<file path="config.mk">
export PLATFORM = sky130hd
export DESIGN_NAME = seven_seg_scan_ctrl
export DESIGN_NICKNAME = d
export VERILOG_FILES = /design/src/rtl/seven_seg_scan_ctrl.sv
export SDC_FILE = /design/constraint.sdc
export NUM_CORES = 1
export LEC_CHECK = 0
export ABC_AREA = 1
export CORE_ASPECT_RATIO = 1.1
export CORE_MARGIN = 2
export CORE_UTILIZATION = 55
export CTS_CLUSTER_DIAMETER = 50
export CTS_CLUSTER_SIZE = 16
export DETAILED_ROUTE_END_ITERATION = 7
export GPL_ROUTABILITY_DRIVEN = 0
export PLACE_DENSITY = 0.86
export SETUP_SLACK_MARGIN = 0.02
export SLEW_MARGIN = 0
export SYNTH_ARGS = -nofsm -noshare
export SYNTH_HDL_FRONTEND = slang
export SYNTH_SLANG_ARGS = --single-unit
</file>
<file path="constraint.sdc">
create_clock -name clk -period 4.61 [get_ports clk]
set_input_delay 0.922 -clock clk [delete_from_list [all_inputs] [get_ports clk]]
set_output_delay 0.922 -clock clk [all_outputs]
set_load 0.03 [all_outputs]
</file>
<file path="src/rtl/seven_seg_scan_ctrl.sv">
// Four-digit seven-segment scan scheduler: per-slot blanking gap, active-low anodes,
// and a per-frame operand snapshot so one frame never mixes old and new values.
module seven_seg_scan_ctrl #(
    parameter int REFRESH_DIV  = 100000,
    parameter int BLANK_CYCLES = 1000
) (
    input  logic       clk,
    input  logic       reset,
    input  logic       enable,
    input  logic [3:0] digit_mask,
    input  logic [3:0] A,
    input  logic [3:0] B,
    input  logic [3:0] AplusB,
    input  logic [3:0] AminusB,
    output logic [3:0] anode,
    output logic [3:0] selected_sig,
    output logic [1:0] digit_idx,
    output logic       frame_start
);

    localparam int CW = (REFRESH_DIV > 2) ? $clog2(REFRESH_DIV) : 1;
    localparam logic [CW-1:0] SLOT_LAST  = CW'(REFRESH_DIV - 1);
    localparam logic [CW-1:0] BLANK_LAST = CW'(BLANK_CYCLES - 1);
    localparam logic [3:0]    DARK       = 4'b1111;

    typedef enum logic [1:0] {
        IDLE  = 2'd0,
        BLANK = 2'd1,
        SHOW  = 2'd2
    } state_t;

    state_t          state_q, state_d;
    logic [CW-1:0]   cnt_q, cnt_d;
    logic [1:0]      idx_q, idx_d;
    logic [3:0]      anode_q, anode_d;
    logic [3:0]      sel_q, sel_d;
    logic            fs_q, fs_d;
    logic [3:0][3:0] snap_q, snap_d;

    logic [1:0]      idx_nxt;
    logic [3:0][3:0] snap_new;

    // Digit 3 (leftmost) shows A, digit 0 (rightmost) shows A-B.
    assign snap_new = {A, B, AplusB, AminusB};
    assign idx_nxt  = idx_q + 2'd1;

    function automatic logic [3:0] lit_pattern(input logic [3:0] mask, input logic [1:0] idx);
        logic [3:0] onehot;
        onehot = 4'b0001 << idx;
        return mask[idx] ? ~onehot : DARK;
    endfunction

    always_comb begin
        state_d = state_q;
        cnt_d   = cnt_q;
        idx_d   = idx_q;
        anode_d = anode_q;
        sel_d   = sel_q;
        fs_d    = 1'b0;
        snap_d  = snap_q;
        if (!enable) begin
            state_d = IDLE;
            cnt_d   = '0;
            idx_d   = 2'd0;
            anode_d = DARK;
        end else begin
            case (state_q)
                IDLE: begin
                    state_d = BLANK;
                    cnt_d   = '0;
                    idx_d   = 2'd0;
                    anode_d = DARK;
                    fs_d    = 1'b1;
                    snap_d  = snap_new;
                    sel_d   = AminusB;
                end
                BLANK: begin
                    cnt_d   = cnt_q + CW'(1);
                    anode_d = DARK;
                    if (cnt_q == BLANK_LAST) begin
                        state_d = SHOW;
                        anode_d = lit_pattern(digit_mask, idx_q);
                    end
                end
                SHOW: begin
                    if (cnt_q == SLOT_LAST) begin
                        state_d = BLANK;
                        cnt_d   = '0;
                        idx_d   = idx_nxt;
                        anode_d = DARK;
                        if (idx_q == 2'd3) begin
                            // Frame wrap: take the fresh snapshot at the same edge it is shown.
                            snap_d = snap_new;
                            sel_d  = AminusB;
                            fs_d   = 1'b1;
                        end else begin
                            sel_d  = snap_q[idx_nxt];
                        end
                    end else begin
                        cnt_d   = cnt_q + CW'(1);
                        anode_d = lit_pattern(digit_mask, idx_q);
                    end
                end
                default: begin
                    state_d = IDLE;
                    cnt_d   = '0;
                    idx_d   = 2'd0;
                    anode_d = DARK;
                end
            endcase
        end
    end

    always_ff @(posedge clk) begin
        if (reset) begin
            state_q <= IDLE;
            cnt_q   <= '0;
            idx_q   <= 2'd0;
            anode_q <= DARK;
            sel_q   <= 4'd0;
            fs_q    <= 1'b0;
            snap_q  <= '0;
        end else begin
            state_q <= state_d;
            cnt_q   <= cnt_d;
            idx_q   <= idx_d;
            anode_q <= anode_d;
            sel_q   <= sel_d;
            fs_q    <= fs_d;
            snap_q  <= snap_d;
        end
    end

    assign anode        = anode_q;
    assign selected_sig = sel_q;
    assign digit_idx    = idx_q;
    assign frame_start  = fs_q;

endmodule

</file>
# Yosys cells after proc, flatten, opt, wreduce, memory -nomap -nowiden
# Cells that the tools add are included.
[word_totals]
reg_bits = 46
latchBits = 0
ramBits = 0
mem_bits_ro = 0
in_bits = 23
wordCells = 57
n_memories = 0
[classes]
n_addsub = 2
multipliers = 0
div_mod_pow = 0
order_cmp = 2
eq_ne = 8
n_shift = 1
muxes = 24
n_bitwise = 3
reduce_logical = 7
[op_table]
columns = ["cell", "count"]
rows = [
  ["$pmux W17 S2", 1],
  ["$mux W16", 2],
  ["$pmux W16 S2", 1],
  ["$mux W4", 6],
  ["$add A17 B1 Y17 const B", 1],
  ["$eq A17 B10 Y1 const B", 1],
  ["$eq A17 B17 Y1 const B", 1],
  ["$mux W17", 1],
  ["$pmux W4 S2", 2],
  ["$bmux W4 S2", 1],
  ["$lt A2 B3 Y1 const B", 2],
  ["$mux W2", 3],
  ["$ne A2 B2 Y1 const B", 3],
  ["$pmux W2 S3", 1],
  ["$eq A2 B2 Y1 const B", 2],
  ["$not A4 Y4", 1],
  ["$pmux W2 S2", 1],
  ["$reduce_and A2 Y1", 2],
  ["$reduce_and A4 Y1", 1],
  ["$shl A1 B2 Y4 const A", 1],
  ["$mux W1", 3],
  ["$reduce_and A3 Y1", 1],
  ["$add A2 B1 Y2 const B", 1],
  ["$bmux W1 S2", 1],
  ["other kinds (6)", 7],
]

# Logic depth before layout (Yosys ltp)
# Gate-level depths: netlist (run 1).
[depth]
depth_word = 6
ltp_mapped = 10
mapped_depth_nobuf = 10

# Worst setup path after synthesis (run 1)
# OpenSTA, ideal clock, no wires.
[synth_path]
path_type = "input to register"
start = "in reset"
end = "reg cnt_q[11]"
setup_ps = 64
t_arrival_ps = 1825
setup_slack_ps = 2721
cell_stages = 7
n_path_buf = 2
path_cell_list = "clkbuf_1 inv_2 nand2_1 nor2_2 nand2_2 buf_4 nor2_1"
[synth_between]
elab_chain_len = 1
[synth_rtl]
columns = ["element", "line_no", "text"]
rows = [
  ["start: declaration", "8", "input logic reset,"],
  ["$reduce_or A2 Y1 (no source line)", "--", ""],
  ["end signal: assignment", "125", "cnt_q <= cnt_d;"],
  ["end: declaration", "33", "logic [CW-1:0] cnt_q, cnt_d;"],
]
# Every way passes these cells.
# A chain may end at the register's enable or synchronous reset.

# Worst setup path in the final report (run 1)
[layout_path]
start = "reg idx_q[0] (netlist: digit_idx[0])"
end = "out digit_idx[0]"
[layout_lines]
columns = ["element", "line_no", "text"]
rows = [
  ["start: declaration", "34", "logic [1:0] idx_q, idx_d;"],
  ["start signal: assignment", "126", "idx_q <= idx_d;"],
  ["end: declaration", "17", "output logic [1:0] digit_idx,"],
]
# No word-level cell between the ends.

==> impl_metrics.toml, run 1 <==
[cells_and_area]
n_antenna_cell = 0
drive_gt1_frac = 0.0623
layout.nets = 385
fin_area_mm2 = 0.00281
finalNonFillerCells = 407
fin_util = 0.664
nFillCells = 360
area_delta_synth_final_pct = 18.4

[setup_path]
startpoint_type = "flop"
crit_family = "buffers and inverters"
crit_fanout = 16
crit_slowest_cell = "clkdlybuf4s50_1"
crit_chain = "clkdlybuf4s50_1"
cp.arrival_ps = 1740
slowest_delay_ps = 780
path_class = "reg2out"
cp-end-kind = "primary output"
crit_required_ps = 3690
crit_buf_inv = 1

[detailed_routing]
drt-initial-drc-count = 206
via_per_inst = 5.46
drtPass1Iterations = 4
num_vias = 2222
drc = 0
antenna_left = 0
avgRoutedWirePerCell_um = 12.4
routed_wl_um = 5050

[min_path]
worstHoldPathType = "reg2reg"

[power_and_ir_drop]
peakVddDrop_v = 0.000209
leakage_nw = 1.07
power_mw = 0.854
power.density_mw_per_mm2 = 304

[global_route]
use_met1 = 0.271
grt_pass1_vias = 1887
busiest_layer = "met2"
track_usage = 0.221
antenna_found_initial = 0
use_met3 = 0.0463
grt_pass1_wl_um = 8250
grt_max_degree = 23
grtUsageMet2 = 0.366
grt_overflow = 0

[synthesis]
synth_most_common_cell = "nand2_1"
syn_nets = 356
synthTopCellsByCount = "nand2_1 (69), dfxtp_1 (46), nor2_1 (44), inv_1 (28)"
syn_avg_cell_area_um2 = 7.31
synth.area.top_cells = "dfxtp_1 (39%), nand2_1 (11%), nor2_1 (7.0%)"
ys_warn_count = 0
synth.yosys.seq_area_share = 0.389
synth_ff_type = "dfxtp_1"
synth_async_sr_flop_share = 0
syn_inst = 324
ys_ff_latch = 46
synth_edf_count = 0
syn_area_mm2 = 0.00237
synth_cell_type_count = 29
netlist.top_cell.by_area = "dfxtp_1"
yosys.area.top_type_share = 0.389

[floorplan]
initial_core_util = 0.561
die_h_um = 72.8
die_w_um = 66.6
die_area_mm2 = 0.00485
core_area_mm2 = 0.00422
io_pins = 34
core.rowCount = 25

[placement]
dp.cells = 400
portBuffers = 33
place_area_mm2 = 0.00269
dpl_worst_slack_ps = 1730
hpwl_um = 3510

[timing]
holdWs_ps = 454
tightest_slew_ps = 666
finalSetupViolCount = 0
period_minus_slack_ps = 2660
slew_headroom = 0.554
fin_setup_tns_ps = 0
finClkSkew_ps = 12.8
finalMaxSlewViolations = 0
hold_violations = 0
fin_crit_sh = 0.578
fmax_mhz = 375
rsz0062_at_grt = "no"
timing.final.ws_setup_ps = 1950

[clocking]
cts_buffer_depth = 2
cts_hold_buf = 0
ctsResizeCount = 0
tritoncts = "done"
cts_buffers = 5
clkLatencyLatePin_ps = 300
clkSinkCount = 46
post-cts-setup-buffers = 0
root_buffer = "clkbuf_8"
path_clk_slew_ps = 90
htreeDepth = 2

[run_status]
status = "complete, no violations"

[job]
cap_violations = 0
[cells in the final DEF (no fill, tap or decap), types with 3 or more instances in the layout]
cell / count
dfxtp_1: 46
inv_1: 28
clkdlybuf4s50_1: 33
clkbuf_8: 6
a21oi_1: 24
nand3_1: 14
o21bai_1: 4
ha_1: 9
nor3_1: 10
nor2_1: 44
nand2_1: 69
o21ai_0: 8
o22ai_1: 6
nand4_1: 24
inv_2: 3
xor2_1: 9
[final cells by class]
| class | count | area [um2] | share of cell area |
|---|---|---|---|
| multi-input cells | 236 | 1260 | 0.448 |
| flip-flops and latches | 46 | 921 | 0.328 |
| repair buffers | 33 | 330 | 0.118 |
| inverters | 31 | 116 | 0.0415 |
| clock buffers | 6 | 82.6 | 0.0294 |
| well taps | 54 | 67.6 | 0.0241 |
| clock inverters | 1 | 30.0 | 0.0107 |
[flip-flops by register name, indices dropped and copies added, names as in the netlist]
name          flops
selected_sig      4
cnt_q            17
digit_idx         2
anode             4
frame_start       1
snap_q           16
state_q           2
[routing by layer]
layer	share of wire	vias up
li1	-	1128
met4	0.023	0
met1	0.44	1029
met3	0.035	11
met2	0.50	54
met5	0	-
[cell families after synthesis]
| family | count (synthesis) | share of synthesized area |
|---|---|---|
| DFF | 46 | 0.389 |
| AOI/OAI and AO/OA | 43 | 0.103 |
| buffers and inverters | 42 | 0.0803 |
| xor gates and xnor gates | 9 | 0.0333 |
| and+or+nand+nor | 175 | 0.347 |
| adders and majority gates | 9 | 0.0475 |
[worst paths after layout]
check / cells past startpoint / slack (ps) / from / endpoint
max: 1 / 1950 / digit_idx[0] / digit_idx[0]
min: 1 / 450 / cnt_q[0] / cnt_q[0]
max reg2reg: 8 / 2390 / digit_idx[0] / selected_sig[1]
min reg2reg: 1 / 450 / cnt_q[0] / cnt_q[0]
[power by group]
group | leakage (nW) | internal, mW | switching (mW)
logic | 0.636 | 0.0531 | 0.0702
clock network | 0.0573 | 0.174 | 0.133
registers | 0.375 | 0.415 | 0.0101
total | 1.07 | 0.641 | 0.213
(Power assumes the default switching activity.)
==> run 2: changes to the inputs <==
--- a/config.mk
+++ b/config.mk
@@ -8,12 +8,12 @@
 export ABC_AREA = 1
 export CORE_ASPECT_RATIO = 1.1
 export CORE_MARGIN = 2
-export CORE_UTILIZATION = 55
+export CORE_UTILIZATION = 49
 export CTS_CLUSTER_DIAMETER = 50
 export CTS_CLUSTER_SIZE = 16
 export DETAILED_ROUTE_END_ITERATION = 7
 export GPL_ROUTABILITY_DRIVEN = 0
-export PLACE_DENSITY = 0.86
+export PLACE_DENSITY = 0.82
 export SETUP_SLACK_MARGIN = 0.02
 export SLEW_MARGIN = 0
 export SYNTH_ARGS = -nofsm -noshare
==> constraint.sdc (replaced) <==
create_clock -name clk -period 2.4 [get_ports clk]
set_input_delay 0.48 -clock clk [delete_from_list [all_inputs] [get_ports clk]]
set_output_delay 0.48 -clock clk [all_outputs]
set_load 0.03 [all_outputs]
==> run 2 against run 1 <==
Total power is 92% higher. Combinational power up 100%. Register-to-register slack worse by 1900 ps. Hold slack improved by 3.4 ps. Utilization decreased by 5.1 points. Routed wire length up 4.3%. Sequential share of layout area is 0.56 points lower. Design area increased by 1.7%. Non-clock buffer count rose by 7. Largest power group unchanged.
==> impl_metrics.toml, run 2 (synthesis results as in run 1) <==
[clocking]
htreeDepth = 2
clkLatencyLatePin_ps = 300
root_buffer = "clkbuf_8"
cts_buffer_depth = 2
tritoncts = "done"
ctsResizeCount = 0
path_clk_slew_ps = 90
clkSinkCount = 46
cts_buffers = 5
post-cts-setup-buffers = 0
cts_hold_buf = 0

[floorplan]
die_h_um = 76.9
initial_core_util = 0.509
core.rowCount = 26
die_area_mm2 = 0.00541
io_pins = 34
die_w_um = 70.3
core_area_mm2 = 0.00465

[detailed_routing]
met2_length_um = 2640
drt-initial-drc-count = 150
wl_met3_um = 225
drc = 0
num_vias = 2206
antenna_left = 0
top_layer_used = "met4"
via_per_inst = 5.29
drtPass1Iterations = 4
avgRoutedWirePerCell_um = 12.6
routed_wl_um = 5260
routedLengthMet1_um = 2360

[cells_and_area]
regMostFlops = "cnt_q"
nFillCells = 427
multi_input_area_mm2 = 0.00126
drive_gt1_frac = 0.0776
mostFrequentLayoutCell = "nand2_1"
layout.nets = 392
largest_reg_flops = 17
ff_latch_area_um2 = 921
area_delta_synth_final_pct = 20.5
final_cell_mix = "nand2_1 (69), dfxtp_1 (46), nor2_1 (44)"
n_antenna_cell = 0
fin_util = 0.614
top_regs = "cnt_q x17, snap_q x16"

[run_status]
status = "complete, no violations"

[global_route]
grt_overflow = 0
grt_pass1_vias = 2108
grt_pass1_wl_um = 9000
track_usage = 0.202
grt_max_degree = 23
antenna_found_initial = 0

[timing]
tightest_slew_ps = 364
period_minus_slack_ps = 1990
finalSetupViolCount = 0
timing.final.ws_setup_ps = 412
fin_crit_sh = 0.829
hold_violations = 0
finClkSkew_ps = 11.7
finalMaxSlewViolations = 0
holdWs_ps = 458
slew_headroom = 0.755
fin_setup_tns_ps = 0
fmax_mhz = 503
rsz0062_at_grt = "no"

[setup_path]
slowest_delay_ps = 730
cp-startpoint = "digit_idx[0]"
crit_required_ps = 1920
startpoint_type = "flop"
crit_buf_inv = 1
cp-end-kind = "primary output"
path_class = "reg2out"
crit_fanout = 7
reg2reg_from = "cnt_q[0]"
crit_chain = "clkdlybuf4s50_1"
crit_family = "buffers and inverters"
crit_slowest_cell = "clkdlybuf4s50_1"
cp.arrival_ps = 1510

[power_and_ir_drop]
peakVddDrop_v = 0.000314
leakage_nw = 1.10
power_mw = 1.64
power.density_mw_per_mm2 = 575

[placement]
dpl_worst_slack_ps = 557
portBuffers = 33
hpwl_um = 3840

[min_path]
worstHoldPathType = "reg2reg"
min_from = "cnt_q[0]"

[job]
cap_violations = 0
==> run 2: cell types whose count changed in the layout (fill, tap and decap cells not counted), sizes merged <==
cell	change
buf	+7
clkbuf	+1
==> run 2: power by group <==
group	internal (mW)	total, mW	leakage (nW)	switching [mW]
registers	0.796	0.814	0.375	0.0180
clock network	0.312	0.576	0.0524	0.264
logic	0.110	0.250	0.670	0.139
==> run 2: cell type report <==
class | instances | share of cell area
multi-input cells | 236 | 0.441
flip-flops and latches | 46 | 0.323
inverters | 31 | 0.0408
well taps | 56 | 0.0246
clock buffers | 7 | 0.0267
clock inverters | 1 | 0.0105
repair buffers | 40 | 0.134
==> run 2: path summary, 6_finish.rpt <==
kind	to	slack, ps	cells past startpoint
setup / recovery	digit_idx[0]	410	1
hold / removal	cnt_q[0]	460	1
setup reg to reg	snap_q[13]	530	8
hold reg to reg	cnt_q[0]	460	1
==> run 2: through the flow <==
stage / area (um2) / std cells
after global placement: 2750 / 409
final: 2850 / 417
after CTS: 2850 / 417
after detailed placement: 2750 / 409
after global routing: 2850 / 417
after floorplan: 2370 / 324
==> run 2: layer usage <==
metal / global-route usage / up-vias
met2: 0.359 / 52
met3: 0.0486 / 4
met1: 0.235 / 1007
met5: 0 / -
met4: 0.0635 / 0
li1: - / 1143
==> run 3: changes to the inputs <==
==> constraint.sdc (replaced) <==
create_clock -name clk -period 1.65 [get_ports clk]
set_input_delay 0.33 -clock clk [delete_from_list [all_inputs] [get_ports clk]]
set_output_delay 0.33 -clock clk [all_outputs]
set_load 0.03 [all_outputs]
==> run 3 against run 2 <==
Hold slack better by 9.8 ps. Non-clock buffer count up 10. Routed wire length up 1.1%. Die area unchanged. Sequential share of layout area down 1.1 points. Count of clock-buffer cells in the layout down 1. Total power up 39%. Clock skew about the same. Clock power up 22%. Design area up 4.4%. Global-route usage up 0.077 points. First-iteration DRC count down 15%.
==> impl_metrics.toml, run 3 (synthesis results as in run 1) <==
[placement]
dp.cells = 418
place_area_mm2 = 0.00282
hpwl_um = 3920
portBuffers = 33

[timing]
finClkSkew_ps = 11.8
holdWs_ps = 467
tightest_slew_ps = 368
slew_headroom = 0.752
finalMaxSlewViolations = 0
fmax_mhz = 628
hold_violations = 0
fin_crit_sh = 0.966
finalSetupViolCount = 0
period_minus_slack_ps = 1590

[setup_path]
cp.arrival_ps = 1260
crit_chain = "clkdlybuf4s50_1"
crit_family = "buffers and inverters"
crit_slowest_cell = "clkdlybuf4s50_1"
cp-end-kind = "primary output"
regToRegSetupSlack_ps = 100
crit_fanout = 1
r2r-end = "snap_q[0]"
path_class = "reg2out"
crit_required_ps = 1320
startpoint_type = "flop"
crit_buf_inv = 1
slowest_delay_ps = 660
reg2regPathDepth = 8
reg2reg_from = "state_q[0]"

[job]
cap_violations = 0

[detailed_routing]
drt-initial-drc-count = 128
avgRoutedWirePerCell_um = 12.5
antenna_left = 0
routed_wl_um = 5320
via_per_inst = 5.30
drtPass1Iterations = 4
num_vias = 2263
drc = 0

[clocking]
path_clk_slew_ps = 90
tritoncts = "done"
cts_hold_buf = 0
root_buffer = "clkbuf_8"
htreeDepth = 2
clkSinkCount = 46
cts_buffers = 5
cts_buffer_depth = 2
clkLatencyLatePin_ps = 300

[floorplan]
core.rowCount = 26
die_area_mm2 = 0.00541
io_pins = 34
initial_core_util = 0.509
core_area_mm2 = 0.00465
die_h_um = 76.9
die_w_um = 70.3

[cells_and_area]
finalNonFillerCells = 427
fin_area_mm2 = 0.00298
area_delta_synth_final_pct = 25.8
nFillCells = 404
layout.nets = 402
final_cell_mix = "nand2_1 (68), nor2_1 (44), dfxtp_1 (41)"
largest_reg_flops = 17
drive_gt1_frac = 0.137
mostFrequentLayoutCell = "nand2_1"
regMostFlops = "cnt_q"
top_regs = "cnt_q x17, snap_q x16"
n_antenna_cell = 0

[global_route]
grt_max_degree = 17
track_usage = 0.202
grt_pass1_vias = 2089
grt_pass1_wl_um = 8910
grt_overflow = 0
antenna_found_initial = 0

[power_and_ir_drop]
power.density_mw_per_mm2 = 765
peakVddDrop_v = 0.000493
leakage_nw = 1.20
power_mw = 2.28

[min_path]
worst_hold_path.endpoint = "snap_q[0]"
min_path_cells = 2
min_from = "snap_q[0]"
worstHoldPathType = "reg2reg"

[run_status]
status = "complete, no violations"
-- run 3: cell types whose count changed in the layout (fill, tap and decap cells not counted), moves of 3 or more --
cell,before,now
buf_4,7,15
clkdlybuf4s50_1,33,26
ha_1,9,6
dfxtp_2,0,5
dfxtp_1,46,41
dlygate4sd2_1,0,6
-- run 3: layout make-up --
cell class                      count  area, um2  area share
Sequential cell                    46        927       0.311
Multi-Input combinational cell    236       1310       0.440
Inverter                           31        116      0.0391
Timing Repair Buffer               50        460       0.155
Clock buffer                        6       82.6      0.0277
Tap cell                           56       70.1      0.0235
Clock inverter                      2       12.5     0.00420
-- run 3: tightest hold or removal path: stages, from the launching register on --
cell     delay, ps
dfxtp_1        320
nand2_1         60
a21oi_1         50
-- run 3: worst max-delay path by stage --
stage | cells past startpoint | to | slack [ps] | startpoint
floorplan | 9 | snap_q[11] | 30 | state_q[0]
global placement | 5 | snap_q[11] | 40 | enable
detailed placement | 8 | snap_q[9] | -5 | state_q[0]
CTS | 8 | selected_sig[1] | 20 | digit_idx[1]
global route | 8 | cnt_q[15] | -7 | cnt_q[4]
finish | 1 | anode[0] | 60 | anode[0]
-- run 3: report_power, final --
| part | total (mW) | internal, mW | switching (mW) |
|---|---|---|---|
| registers | 1.18 | 1.16 | 0.0262 |
| logic | 0.390 | 0.174 | 0.216 |
| clock network | 0.705 | 0.337 | 0.368 |
| total | 2.28 | 1.67 | 0.610 |
-- run 3: what timing repair did --
action                     CTS  global route
resized for setup            8            14
buffers inserted             1             0
hold endpoints to repair     0             0
setup endpoints to repair   24            38
pin swaps                    0             4
-- run 3: layer usage --
layer / routed length (um) / track usage
met1: 2270 / 0.241
met3: 268 / 0.0355
met5: 0 / 0
met2: 2700 / 0.358
met4: 82 / 0.0769
-- run 3: through the flow --
step	util	setup TNS (ps)	worst slack (ps)
6_report	0.640	0	56.7
5_1_grt	0.640	-7.47	-7.47
4_1_cts	0.629	0	20.6
3_5_place_dp	0.606	-12.4	-4.79
3_3_place_gp	0.606	0	38.1
2_1_floorplan	-	0	26.2
==> patch 1: new RTL, settings of run 1 <==
`REFRESH_DIV`: 100000 -> 200000.
--- a/src/rtl/seven_seg_scan_ctrl.sv
+++ b/src/rtl/seven_seg_scan_ctrl.sv
@@ -2,5 +2,5 @@
 // and a per-frame operand snapshot so one frame never mixes old and new values.
 module seven_seg_scan_ctrl #(
-    parameter int REFRESH_DIV  = 100000,
+    parameter int REFRESH_DIV  = 200000,
     parameter int BLANK_CYCLES = 1000
 ) (
Behaviour: same outputs for any inputs over 10 cycles, from zero or initial values and one cycle with reset high; that may be too few to reach the edited logic, so the function may still have changed.
==> patch 1 against run 1 <==
  * Final area is 1.5% higher
  * Global-route usage is 0.61 points higher
  * Non-clock buffer count stayed put
  * First-iteration DRC count is 22% lower
  * Worst setup slack worse by 0.023 ns
  * Die area is 1.2% higher
  * Wire length is 0.36% higher
  * Area after synthesis is 1.2% higher
  * Total power is 0.17% higher
  * Cell count is 4.4% higher
  * Sequential cell count is 1 higher
  * Critical path depth stayed put
  * Fmax is 0.85% lower
  * Utilization is 0.51 points higher
  * Critical endpoint unchanged
  * Largest power group unchanged
==> patch 1: results (changes against run 1) <==
| Metric | Value |
|---|---|
| R2R cell count | `6 (-2)` |
| P_int | `0.000636 W (-0.82%)` |
| Nets@finish | `402 (+4.4%)` |
| Syn avg cell area | `7.05 um^2 (-3.5%)` |
| Slowest stage cell, crit path | `clkdlybuf4s50_1` |
| DRT iter0 DRCs | `161 (-22%)` |
| Reg-to-reg setup timing slack | `2.24 ns (-0.15 ns)` |
| Clock skew | `0.0166 ns (+0.00380 ns)` |
| Measured slew at the worst slew-check pin | `0.578 ns (-0.0881 ns)` |
| Leakage | `1.12 nW (+4.7%)` |
| Synth cell types | `28 (-3.4%)` |
| Top area cells in the synthesized netlist | `dfxtp_1 39%, nand2_1 12%, nor2_1 8.8%` |
| Net Count, Synth | `372 (+4.5%)` |
| Hold WS | `0.471 ns (+0.0169 ns)` |
| Post-placement cell count | `417 (+4.3%)` |
| Dpl ws | `1.69 ns (-0.0358 ns)` |
| Clk power | `0.000305 W (about the same)` |
| All-layer global routing usage | `22.7% (+0.61 points)` |
| Synth Area in Compound Gates | `7.31% (-3.0 points)` |
| Per-cell routed wire length | `11.9 um (-3.9%)` |
| Status | `finished clean` |
| Endpoint, Worst Hold | `snap_q[9]` |
| Share of cells above drive strength 1 | `5.39% (-0.84 points)` |
| Most frequent cells after synthesis | `78 x nand2_1, 56 x nor2_1, 47 x dfxtp_1` |
| Comb power frac | `13.8% (-0.6 points)` |
| Seq/Total Area, Yosys | `39.2% (+0.37 points)` |
| Adder-cell share of the synthesized area | `4.70% (-0.057 points)` |
| Clock transition at the registers of the reported paths | `0.08 ns` |
| Peak VDD IR | `0.267 mV (+28%)` |
| Clock Tree Buf Depth | `2 (unchanged)` |
| Dpl hpwl | `3640 um (+3.7%)` |
| Hold_sp | `snap_q[9]` |
| Detailed-route via count | `2272 (+2.3%)` |
| Global-route wire length before repair | `8570 um (+3.9%)` |
| Crit Path Max Fanout | `15 (-1)` |
| Finished Layout Cells | `425 (+4.4%)` |
| Hold Path Depth | `2 (+1)` |
| XOR/XNOR Fraction of Synth Area | `4.75% (+1.4 points)` |
| Number of global-route vias before repair | `1990 (+5.5%)` |
| Fill cells | `384 (+6.7%)` |
| Top Registers | `cnt_q x18, snap_q x16` |
| RR Endpoint | `snap_q[13]` |
==> patch 1: through the flow <==
step / power (W) / instance area [um^2]
6_report: 0.000855 / 2850
5_1_grt: 0.000887 / 2850
2_1_floorplan: 0.000518 / 2400
4_1_cts: 0.000857 / 2850
3_5_place_dp: 0.000559 / 2740
3_3_place_gp: 0.000557 / 2740
==> patch 1: layer usage <==
layer	GRT usage [%]	part of all wire [%]	vias up
li1	-	-	1153
met1	27.0	44	1051
met2	40.0	51	59
met3	5.40	3.8	9
met4	7.48	1.5	0
met5	0	0	-
==> patch 1: cells by family (layout without fill, tap and decap cells) <==
| kind of cell | Yosys count | after routing |
|---|---|---|
| simple gates | 192 | 192 |
| buf+inv | 46 | 77 |
| compound gates | 33 | 33 |
| xor+xnor | 13 | 13 |
| fa+ha+maj | 9 | 9 |
| flops | 47 | 47 |
==> patch 1: layout make-up <==
type                            count  area (um^2)  share of cell area, %
Clock buffer                        5         68.8                   2.42
Multi-Input combinational cell    247         1260                   44.3
Clock inverter                      3         43.8                   1.54
Timing Repair Buffer               33          330                   11.6
Sequential cell                    47          941                   33.0
Inverter                           36          135                   4.75
Tap cell                           54         67.6                   2.37
==> patch 1: worst max path at each step <==
stage | slack, ns | endpoint | cells after the start
2_1_floorplan | 2.74 | selected_sig[0] | 11
3_3_place_gp | 1.76 | cnt_q[9] | 6
3_5_place_dp | 1.69 | cnt_q[9] | 6
4_1_cts | 1.93 | digit_idx[0] | 1
5_1_grt | 1.80 | cnt_q[14] | 6
6_report | 1.92 | digit_idx[0] | 1
==> patch 2: new RTL, settings of run 1 <==
Made on the original files. Put one more register stage on the output `digit_idx`, without a reset. The value now appears one clock later. The other outputs are not delayed to match.
--- a/src/rtl/seven_seg_scan_ctrl.sv
+++ b/src/rtl/seven_seg_scan_ctrl.sv
@@ -134,5 +134,7 @@
     assign anode        = anode_q;
     assign selected_sig = sel_q;
-    assign digit_idx    = idx_q;
+    always_ff @(posedge clk) begin
+        digit_idx <= idx_q;
+    end
     assign frame_start  = fs_q;
 
Behaviour: same outputs for any inputs over 10 cycles, from zero or initial values and one cycle with reset high; that may be too few to reach the edited logic, so the function may still have changed.
==> patch 2 against run 1 <==
  * Sequential cell count is 2 higher
  * Die area up 2.5%
  * Count of clock-buffer cells in the layout grew 1
  * Wire length increased by 3.2%
  * Sequential power up 4%
  * Total power decreased by 1.6%
  * Final area rose by 1.9%
  * Area after synthesis grew 2.6%
  * Worst setup slack got worse by 0.014 ns
==> patch 2: results (changes against run 1) <==
| Metric | Value |
|---|---|
| Status | `finished clean` |
| Slowest stage delay, CP | `0.60 ns (-0.18 ns)` |
| CTS resizes | `0 (unchanged)` |
| Post-CTS setup buffer count | `0 (unchanged)` |
| Top area cells in the synthesized netlist | `dfxtp_1 40%, nand2_1 13%, nor2_1 9.4%` |
| CP arrival | `2.89 ns (+1.15 ns)` |
| Slew headroom | `46.4% (-9.1 points)` |
| DRT Pass-1 Iters | `4 (unchanged)` |
| Antenna violations before repair | `0 (unchanged)` |
| Routed wire length | `5210 um (+3.2%)` |
| Fill cells | `377 (+4.7%)` |
| Placed Area | `2760 um^2 (+2.6%)` |
| H-Tree Depth | `2 (unchanged)` |
| Top Registers | `cnt_q x17, snap_q x16` |
| Number of global-route vias before repair | `2105 (+12%)` |
| Post-placement cell count | `421 (+5.3%)` |
| Largest net degree at the start of global routing | `23 (unchanged)` |
| Share of cells above drive strength 1 | `4.80% (-1.4 points)` |
| Max-cap violations | `0 (unchanged)` |
| Via density per instance | `5.33 (-2.4%)` |
| Antenna diode count | `0 (unchanged)` |
| Nets@finish | `406 (+5.5%)` |
| Mapped Cells | `345 (+6.5%)` |
| Seq/Total Area, Yosys | `39.5% (+0.65 points)` |
| Net Count, Synth | `377 (+5.9%)` |
| Global-route wire length before repair | `8810 um (+6.9%)` |
| Leakage | `1.16 nW (+8.2%)` |
| Clock transition at the registers of the reported paths | `0.09 ns (about the same)` |
| Slowest stage cell, crit path | `clkdlybuf4s50_1` |
| Peak VDD IR | `0.148 mV (-29%)` |
| Min-Delay Path Class | `reg -> reg` |
| All-layer global routing usage | `23.1% (+0.97 points)` |
| Most frequent cells after synthesis | `84 x nand2_1, 61 x nor2_1, 48 x dfxtp_1` |
| Dpl hpwl | `3800 um (+8.1%)` |
| DRT iter0 DRCs | `147 (-29%)` |
| Clock skew | `0.0135 ns (+0.000711 ns)` |
| Finished Layout Cells | `429 (+5.4%)` |
| IO buf count | `33 (unchanged)` |
| Clk Latency, worst-skew pair | `0.30 ns (about the same)` |
| CP delay by family, top | `simple AND/OR/NAND/NOR gates` |
## patch 2: cell types whose count changed after synthesis, sizes merged, moves of 4 or more
cell / before / now
nor2: 48 / 63
inv: 31 / 40
o22ai: 6 / 1
nand2: 72 / 87
o21bai: 4 / 0
a21oi: 25 / 14
nand4: 24 / 18
## patch 2: worst register-to-register path, stage by stage (launching register included)
cell,delay (ns)
dfxtp_1,0.77
ha_1,0.36
nor2_4,0.09
nor2_1,0.62
nand3_4,0.33
nor2_1,0.19
nor2_1,0.06
## patch 2: path summary, 6_finish.rpt
path | startpoint | end | slack (ns) | cells past startpoint
worst max-delay path | reset | cnt_q[16] | 1.93 | 6
worst min-delay path | idx_q[1] | digit_idx[1] | 0.44 | 0
worst max register to register | idx_q[0] | snap_q[12] | 2.08 | 6
worst min register to register | idx_q[1] | digit_idx[1] | 0.44 | 0
## patch 2: cell families (layout without fill, tap and decap cells)
family	after synthesis	count (layout)	share of synthesized area, %
flops	48	48	39.5
buf+inv	51	81	8.85
fa+ha+maj	9	9	4.63
compound gates	27	27	6.33
xor+xnor	9	9	3.24
simple gates	201	201	37.4
## patch 2: stage by stage
step	setup slack, ns	total power, W	utilization (%)
6_report	1.93	0.000840	66.7
5_1_grt	1.75	0.000877	66.7
4_1_cts	1.95	0.000846	66.7
3_5_place_dp	1.65	0.000584	64.5
3_3_place_gp	1.69	0.000581	64.5
2_1_floorplan	2.90	0.000540	-
## patch 2: area by class of cell
cell class	count	area share [%]
multi-input combinational	246	43.9
sequential	48	33.6
inverter	40	5.25
tap	54	2.36
clock buffer	7	3.02
timing repair buffer	33	11.6
clock inverter	1	0.263
## patch 2: report_power, final
group / internal (W) / leakage, nW / switching (W)
clock: 0.000122 / 0.0445 / 0.000142
sequential: 0.000434 / 0.392 / 0.0000102
combinational: 0.0000544 / 0.720 / 0.0000770
total: 0.000611 / 1.16 / 0.000229
## patch 2: metal layers
metal  up-vias  routed length (um)  GRT usage [%]
li1       1156                   -              -
met1      1054                2140           25.9
met2        65                2710           41.4
met3        12                 248           4.75
met4         0                 113           10.4
met5         -                   0              0
